**config.mk**
```make
export PLATFORM = sky130hd
export DESIGN_NAME = dds_param_scheduler
export DESIGN_NICKNAME = d
export VERILOG_FILES = /design/src/rtl/dds_param_scheduler.sv
export SDC_FILE = /design/constraint.sdc
export NUM_CORES = 1
export LEC_CHECK = 0
export CAP_MARGIN = 5
export CORE_MARGIN = 2
export CORE_UTILIZATION = 60
export DETAILED_ROUTE_END_ITERATION = 12
export GPL_TIMING_DRIVEN = 0
export PLACE_DENSITY = 0.93
export RECOVER_POWER = 50
export SLEW_MARGIN = 20
export SYNTH_ARGS = -nofsm -noshare
export SYNTH_HDL_FRONTEND = slang
export SYNTH_SLANG_ARGS = --single-unit
```
**constraint.sdc**
```tcl
create_clock -name clk -period 12 [get_ports clk]
set_input_delay 3.6 -clock clk [delete_from_list [all_inputs] [get_ports clk]]
set_output_delay 3.6 -clock clk [all_outputs]
set_load 0.02 [all_outputs]
```
**src/rtl/dds_param_scheduler.sv**
```systemverilog
// Timed DDS parameter source: owns the 48-bit timestamp and a small FIFO of
// timestamped frequency/phase updates, applying each one when its time arrives.
module dds_param_scheduler #(
    parameter int unsigned DEPTH = 4
) (
    input  logic        clk,
    input  logic        resetn,
    input  logic        run,
    input  logic        ts_clear,
    input  logic        cmd_valid,
    output logic        cmd_ready,
    input  logic [47:0] cmd_time,
    input  logic [47:0] cmd_freq,
    input  logic [13:0] cmd_phase,
    input  logic        cmd_phase_reset,
    input  logic        err_clear,
    output logic [47:0] timestamp,
    output logic [47:0] timeoffset,
    output logic [47:0] freq,
    output logic [13:0] phase,
    output logic        update,
    output logic        late_flag
);

    localparam int unsigned TW = 48;
    localparam int unsigned PW = 14;
    localparam int unsigned AW = $clog2(DEPTH);
    localparam int unsigned CW = AW + 1;

    typedef struct packed {
        logic [TW-1:0] t;
        logic [TW-1:0] freq;
        logic [PW-1:0] phase;
        logic          phase_reset;
    } cmd_t;

    cmd_t          mem [DEPTH];
    cmd_t          head;
    logic [AW-1:0] rd_ptr;
    logic [AW-1:0] wr_ptr;
    logic [CW-1:0] count;
    logic [CW-1:0] count_next;
    logic [TW-1:0] ts_next;
    logic          push;
    logic          pop;
    logic          is_late;

    // Apply decision is made against the timestamp value that becomes visible
    // at this edge, so on-time updates land in the cycle timestamp == cmd_time.
    always_comb begin
        ts_next    = ts_clear ? '0 : (run ? timestamp + TW'(1) : timestamp);
        head       = mem[rd_ptr];
        push       = cmd_valid & cmd_ready;
        pop        = (count != '0) && (head.t <= ts_next);
        is_late    = pop && (head.t < ts_next);
        count_next = count + CW'(push) - CW'(pop);
    end

    // Command storage; contents are don't-care while the slot is empty.
    always_ff @(posedge clk) begin
        if (push) begin
            mem[wr_ptr] <= '{t: cmd_time, freq: cmd_freq, phase: cmd_phase,
                             phase_reset: cmd_phase_reset};
        end
    end

    always_ff @(posedge clk or negedge resetn) begin
        if (!resetn) begin
            rd_ptr     <= '0;
            wr_ptr     <= '0;
            count      <= '0;
            cmd_ready  <= 1'b1;
            timestamp  <= '0;
            timeoffset <= '0;
            freq       <= '0;
            phase      <= '0;
            update     <= 1'b0;
            late_flag  <= 1'b0;
        end else begin
            timestamp <= ts_next;
            count     <= count_next;
            cmd_ready <= (count_next != CW'(DEPTH));
            update    <= pop;
            if (push) begin
                wr_ptr <= wr_ptr + AW'(1);
            end
            if (pop) begin
                rd_ptr <= rd_ptr + AW'(1);
                freq   <= head.freq;
                phase  <= head.phase;
                if (head.phase_reset) begin
                    timeoffset <= ts_next;
                end
            end
            // A new late event outranks a simultaneous clear.
            if (is_late) begin
                late_flag <= 1'b1;
            end else if (err_clear) begin
                late_flag <= 1'b0;
            end
        end
    end

endmodule

```
# After elaboration in Yosys (flattened, before gate mapping)

Memories as Yosys holds them, arrays and structs flattened.
Cells that the tools add are included.

$add $sub $neg: 5
Magnitude comparators: 2
Eq/ne operators: 1
Muxes and demuxes: 6
Bitwise operators: 1
Reduce and logical (&&, ||, !) cells: 5

Operator list:

| kind                  | count |
|---|---|
| $mux 48               | 2 |
| $add 48x1->48 const B | 1 |
| $le 48x48->1          | 1 |
| $lt 48x48->1          | 1 |
| $add 2x1->2 const B   | 2 |
| $mux 1                | 4 |
| $add 3x1->3           | 1 |
| $ne 3x3->1 const B    | 1 |
| $reduce_bool 3->1     | 1 |
| $sub 3x1->3           | 1 |
| $logic_and 1x1->1     | 2 |
| $reduce_and 2->1      | 1 |
| $reduce_bool 2->1     | 1 |
| $and 1x1->1           | 1 |

Flip-flop bits (word level): 168
RAM bits: 444
Output and inout port bits: 161
Word-level logic and storage cells: 31
Memories kept: 1

Memory list:

| memory | words | width | rd ports | clocked after memory_dff | wr ports | RTL line | RTL |
|---|---|---|---|---|---|---|---|
| mem    | 4     | 111   | 1        | 0                        | 1        | 37       | `cmd_t mem [DEPTH];` |

# Logic depth before layout (Yosys ltp)

Word-level depth: 7
Gate-level depth with buffers: 24
Gate-level depth less buffers: 21

# Least setup slack after synthesis

Ideal clock, no wire load.

Kind: input port to flip-flop
From: in run
To: reg cmd_ready
Library setup time: 0.083 ns
Data arrival time: 8.014 ns
Path slack: 3.903 ns
Stages: 23
Path buffers: 3
Cell sequence: and3_1 or3b_1 buf_2 nor4b_4 nand4_1 xnor2_1 nor2_1 inv_1 ha_1 nand4_1 nor4_1 nand4_1 or4b_1 o31ai_2 buf_4 buf_4 ha_1 inv_1 ha_1 fa_1 xnor2_1 xnor2_1 nand2_1

Word-level cells in the longest chain between the ends: 6

RTL lines:

| what                    | RTL line | RTL |
|---|---|---|
| start, declared         | 8        | `input logic run,` |
| $mux 48 (2 in series)   | 51       | `ts_next = ts_clear ? '0 : (run ? timestamp + TW'(1) : timestamp);` |
| named net ts_next[46]   | 43       | `logic [TW-1:0] ts_next;` |
| $le 48x48->1            | 54       | `pop = (count != '0) && (head.t <= ts_next);` |
| $logic_and 1x1->1       | 54       |  |
| named net pop           | 45       | `logic pop;` |
| $sub 3x1->3             | 56       | `count_next = count + CW'(push) - CW'(pop);` |
| named net count_next[2] | 42       | `logic [CW-1:0] count_next;` |
| $ne 3x3->1              | 82       | `cmd_ready <= (count_next != CW'(DEPTH));` |
| end signal, assigned    | 82       |  |
| end, declared           | 11       | `output logic cmd_ready,` |

The timed path passes the listed nets, and every way through them passes these cells.
A chain may end at the register's enable or synchronous reset.

# Final worst setup path

Same ends and word-level chain as after synthesis.

==> qor_table.md <==
| Metric | This run | Unit |
|:---|:---|:---|
| Status | complete, but fails checks | - |
| Failing checks | max-capacitance violations, max-slew violations | - |
| Post-cts hold buffer count | 0 | - |
| Final Max Slew Viols | 222 | - |
| Detail Route Antenna Nets | 0 | - |
| Routed WL | 54650 | um |
| Buffers inserted by post-CTS timing repair | 0 | - |
| Die X | 204.6 | um |
| Largest family of logic cells by synthesized area | multiplexers | - |
| Antenna violations before repair | 15 | - |
| Cell at the root of the clock tree | sky130_fd_sc_hd__clkbuf_16 | - |
| Y dimension of the die | 204.6 | um |
| Total number of vias | 13120 | - |
| DRC | 0 | - |
| Sequential cell area | 0.01754 | mm2 |
| Worst reg2reg path depth | 20 | - |
| Total global routing overflow | 0 | - |
| All-Layer GR Usage | 0.2687 | - |
| Number of storage elements in the synthesis netlist | 612 | - |
| Category of the worst setup path launch point | input pin | - |
| Distinct cell type count of the synthesized netlist | 57 | - |
| Maximum number of pins on one net before global-route repair | 96 | - |
| Post-synthesis instance total | 1270 | - |
| Number of nets in the final layout | 1790 | - |
| WHS Endpoint | timeoffset[27] | - |
| Number of enable flip-flop cells after synthesis | 444 | - |
| Routed length per instance | 24.84 | um |
| Period minus WS final | 9426 | ps |
| Final Instance Count excl. Fillers | 2200 | - |
| Compound-gate portion of the synthesized area | 0.01265 | - |
| Hold crit path type | flop to flop | - |
| Number of stages on the worst hold path | 1 | - |
| Hold Violations, Final | 0 | - |
| Start of the worst register-to-register path | rd_ptr[0] | - |
| Global-route wire length before repair | 83260 | um |
| Number of global-route vias before repair | 14060 | - |
| Fill cell count | 2134 | - |
| Post-synthesis share of cell area spent on and, or, nand and nor gates | 0.03893 | - |
| Max Cap Viol | 5 | - |
| Cell area after layout | 0.02978 | mm2 |
| Unrepaired setup endpoints after global routing | false | - |
| Final Cycle Share | 0.7855 | - |
| Dominant synthesized flop cell | sky130_fd_sc_hd__edfxtp_1 | - |
| Worst Min Path Start | timeoffset[27] | - |
| Worst R2R Setup Slack | 5290 | ps |
| PostCTS Resize Cnt | 0 | - |
| CTS tree | built | - |
| PD cells | 236.6 | mW/mm2 |
| Fraction of final layout cells with drive strength greater than 1 | 0.2029 | - |
| Share of the synthesized netlist area taken by xor and xnor gates | 0.01669 | - |
| Count of routing violations after the opening detailed-route iteration | 936 | - |
| Worst skew pair latency | 620 | ps |
| Worst path arrival time | 9970 | ps |
| Destination of the worst register-to-register timing path | cmd_ready | - |
| Largest buffer count on any clock path | 3 | - |
| Setup Total Neg Slack | 0 | ps |
| Final core utilization | 0.7495 | - |
| Number of placed instances with taps included | 2081 | - |
| Number of standard-cell rows in the floorplan | 73 | - |
| Starting Density | 0.6075 | - |
| Worst-case vdd ir drop | 225.2 | uV |
| Data required time at the worst endpoint | 12540 | ps |
| Instance area at placement | 0.02783 | mm2 |
| Maximum fanout count along the critical path | 11 | - |
| Synthesis-to-layout area growth | 23.38 | % |
| Slew at the pin closest to its max-slew limit | 5284 | ps |
| Average footprint of a synthesized cell | 19.00 | um2 |
| Total chip power | 7.044 | mW |
| P_leak | 10.71 | nW |
| Iteration count of the initial detailed-routing pass | 7 | - |
| Worst setup path category | input pin to flop | - |
| Depth of the CTS H-tree | 2 | - |
| Sequential area share after synthesis | 0.7266 | - |
| Final weighted congestion of routability-driven global placement | 0.9323 | - |
| Post-synth net total | 1443 | - |
| Standard cell core area | 0.03973 | mm2 |
| Async set-or-reset flop fraction in the synthesized netlist | 0.2745 | - |
| Port buffer count | 276 | - |
| Worst clock skew on the final layout | 23.59 | ps |
| Highest Clock Rate | 106.1 | MHz |
| Endpoint class of the critical path | flop | - |
| I/O pin cnt | 278 | - |
| Clock slew at the register clock pins of the worst setup and hold paths | 60 | ps |
| Worst rel slew slack | -2.523 | - |
| Total number of clock tree sinks | 612 | - |
| Final setup violation count | 0 | - |
| Post-Syn Area | 0.02414 | mm2 |
| Half-perimeter wire length of the detailed placement result | 35870 | um |
| Number of vias per cell after detailed routing | 5.965 | - |
| CTS buffer count | 59 | - |
| Mux contribution to synthesized area | 0.1561 | - |
| Yosys warns | 0 | - |
| Area occupied by multi-input gates | 0.006123 | mm2 |
| Fraction of the mapped netlist area in adder cells | 0.02934 | - |
| Total die area | 0.04185 | mm2 |
[metrics by stage]
step	setup WS, ps	hold slack, ps
final	2574	489.4
after detailed placement	2057	474.0
after CTS	2662	487.8
after global placement	-121.3	467.1
after floorplan	3903	498.0
after global routing	2248	516.5
[report_power, final]
part           internal, mW  switching [mW]  total, mW
Sequential             2.73           0.154       2.89
Combinational          1.10            1.17       2.28
Clock                  1.10           0.778       1.88
[cell families (layout without fill, tap and decap cells)]
| family | after synthesis | after routing |
|---|---|---|
| flops | 612 | 612 |
| mux | 223 | 223 |
| buf+inv | 106 | 502 |
| compound gates | 51 | 51 |
| xor+xnor | 46 | 46 |
| simple gates | 176 | 176 |
| other cells | 0 | 9 |
| fa+ha+maj | 56 | 56 |
[flip-flops by register name, summed over array words and instances, names as in the netlist]
name        count
rd_ptr          2
late_flag       1
count           3
wr_ptr          2
phase          14
cmd_ready       1
update          1
timestamp      48
mem           444
timeoffset     48
freq           48
[cells in the final DEF (no fill, tap or decap), types with 23 or more instances in the layout]
cell / netlist / layout
sky130_fd_sc_hd__dlygate4sd3_1: 0 / 112
sky130_fd_sc_hd__xor2_1: 23 / 23
sky130_fd_sc_hd__nor2_1: 56 / 56
sky130_fd_sc_hd__ha_1: 55 / 55
sky130_fd_sc_hd__a21oi_1: 24 / 24
sky130_fd_sc_hd__clkbuf_16: 0 / 62
sky130_fd_sc_hd__clkdlybuf4s50_1: 0 / 163
sky130_fd_sc_hd__inv_1: 63 / 63
sky130_fd_sc_hd__clkbuf_1: 19 / 38
sky130_fd_sc_hd__nand2_1: 35 / 35
sky130_fd_sc_hd__mux2_2: 91 / 91
sky130_fd_sc_hd__edfxtp_1: 444 / 444
sky130_fd_sc_hd__xnor2_1: 23 / 23
sky130_fd_sc_hd__mux4_2: 111 / 111
sky130_fd_sc_hd__dfrtp_1: 167 / 167
[critical path, cell delays in order]
cell                              delay [ps]
sky130_fd_sc_hd__clkdlybuf4s50_1         600
sky130_fd_sc_hd__nand4_2                 250
sky130_fd_sc_hd__nor3_4                  430
sky130_fd_sc_hd__nand4_1                 480
sky130_fd_sc_hd__or3_1                   510
sky130_fd_sc_hd__a21oi_1                 270
sky130_fd_sc_hd__inv_1                    80
sky130_fd_sc_hd__ha_1                    310
sky130_fd_sc_hd__nand4_1                 200
sky130_fd_sc_hd__nor4_1                  370
sky130_fd_sc_hd__nand4_1                 310
sky130_fd_sc_hd__or4b_1                  670
sky130_fd_sc_hd__o31ai_2                 150
sky130_fd_sc_hd__buf_4                   280
sky130_fd_sc_hd__buf_4                   240
sky130_fd_sc_hd__ha_1                    150
sky130_fd_sc_hd__inv_1                    40
sky130_fd_sc_hd__ha_1                    190
sky130_fd_sc_hd__fa_1                    370
sky130_fd_sc_hd__xnor2_1                 200
sky130_fd_sc_hd__xnor2_1                 160
sky130_fd_sc_hd__nand2_1                  80
[cell type report]
class                           count  share of cell area
Antenna cell                        9           0.0007563
Tap cell                          525             0.02206
Clock inverter                     20            0.007311
Clock buffer                       90             0.05937
Multi-Input combinational cell    552              0.2056
Timing Repair Buffer              286              0.1000
Inverter                           63            0.007941
Buffer                             43            0.007983
Sequential cell                   612              0.5889
[per-layer routing]
layer  global-route usage  wire length (um)  up-vias
li1                     -                 -     5651
met3              0.06268              4023      111
met2               0.4620             28510      594
met1               0.3339             20350     6751
met5                    0               104        -
met4               0.1022              1656       16
[how the worst max path moves through the flow]
stage	startpoint	endpoint	slack (ps)	cells past startpoint
final	run	cmd_ready	2570	22
after global routing	run	cmd_ready	2250	24
after CTS	run	cmd_ready	2660	24
after detailed placement	run	cmd_ready	2060	22
after global placement	resetn	freq[0]	-120	1
after floorplan	run	cmd_ready	3900	23
[cells in the mapped netlist, types with 19 or more instances]
cell | n | area [um2]
sky130_fd_sc_hd__nand4_1 | 22 | 137.6
sky130_fd_sc_hd__nor2_1 | 56 | 210.2
sky130_fd_sc_hd__nand2_1 | 35 | 131.4
sky130_fd_sc_hd__xnor2_1 | 23 | 201.4
sky130_fd_sc_hd__clkbuf_1 | 19 | 71.32
sky130_fd_sc_hd__xor2_1 | 23 | 201.4
sky130_fd_sc_hd__ha_1 | 55 | 688.2
sky130_fd_sc_hd__mux2_2 | 91 | 1025
sky130_fd_sc_hd__dfrtp_1 | 167 | 4179
sky130_fd_sc_hd__a21oi_1 | 24 | 120.1
sky130_fd_sc_hd__edfxtp_1 | 444 | 13330
sky130_fd_sc_hd__inv_1 | 63 | 236.5
sky130_fd_sc_hd__mux4_2 | 111 | 2500
Note: power is estimated with default switching activity, not from simulation.
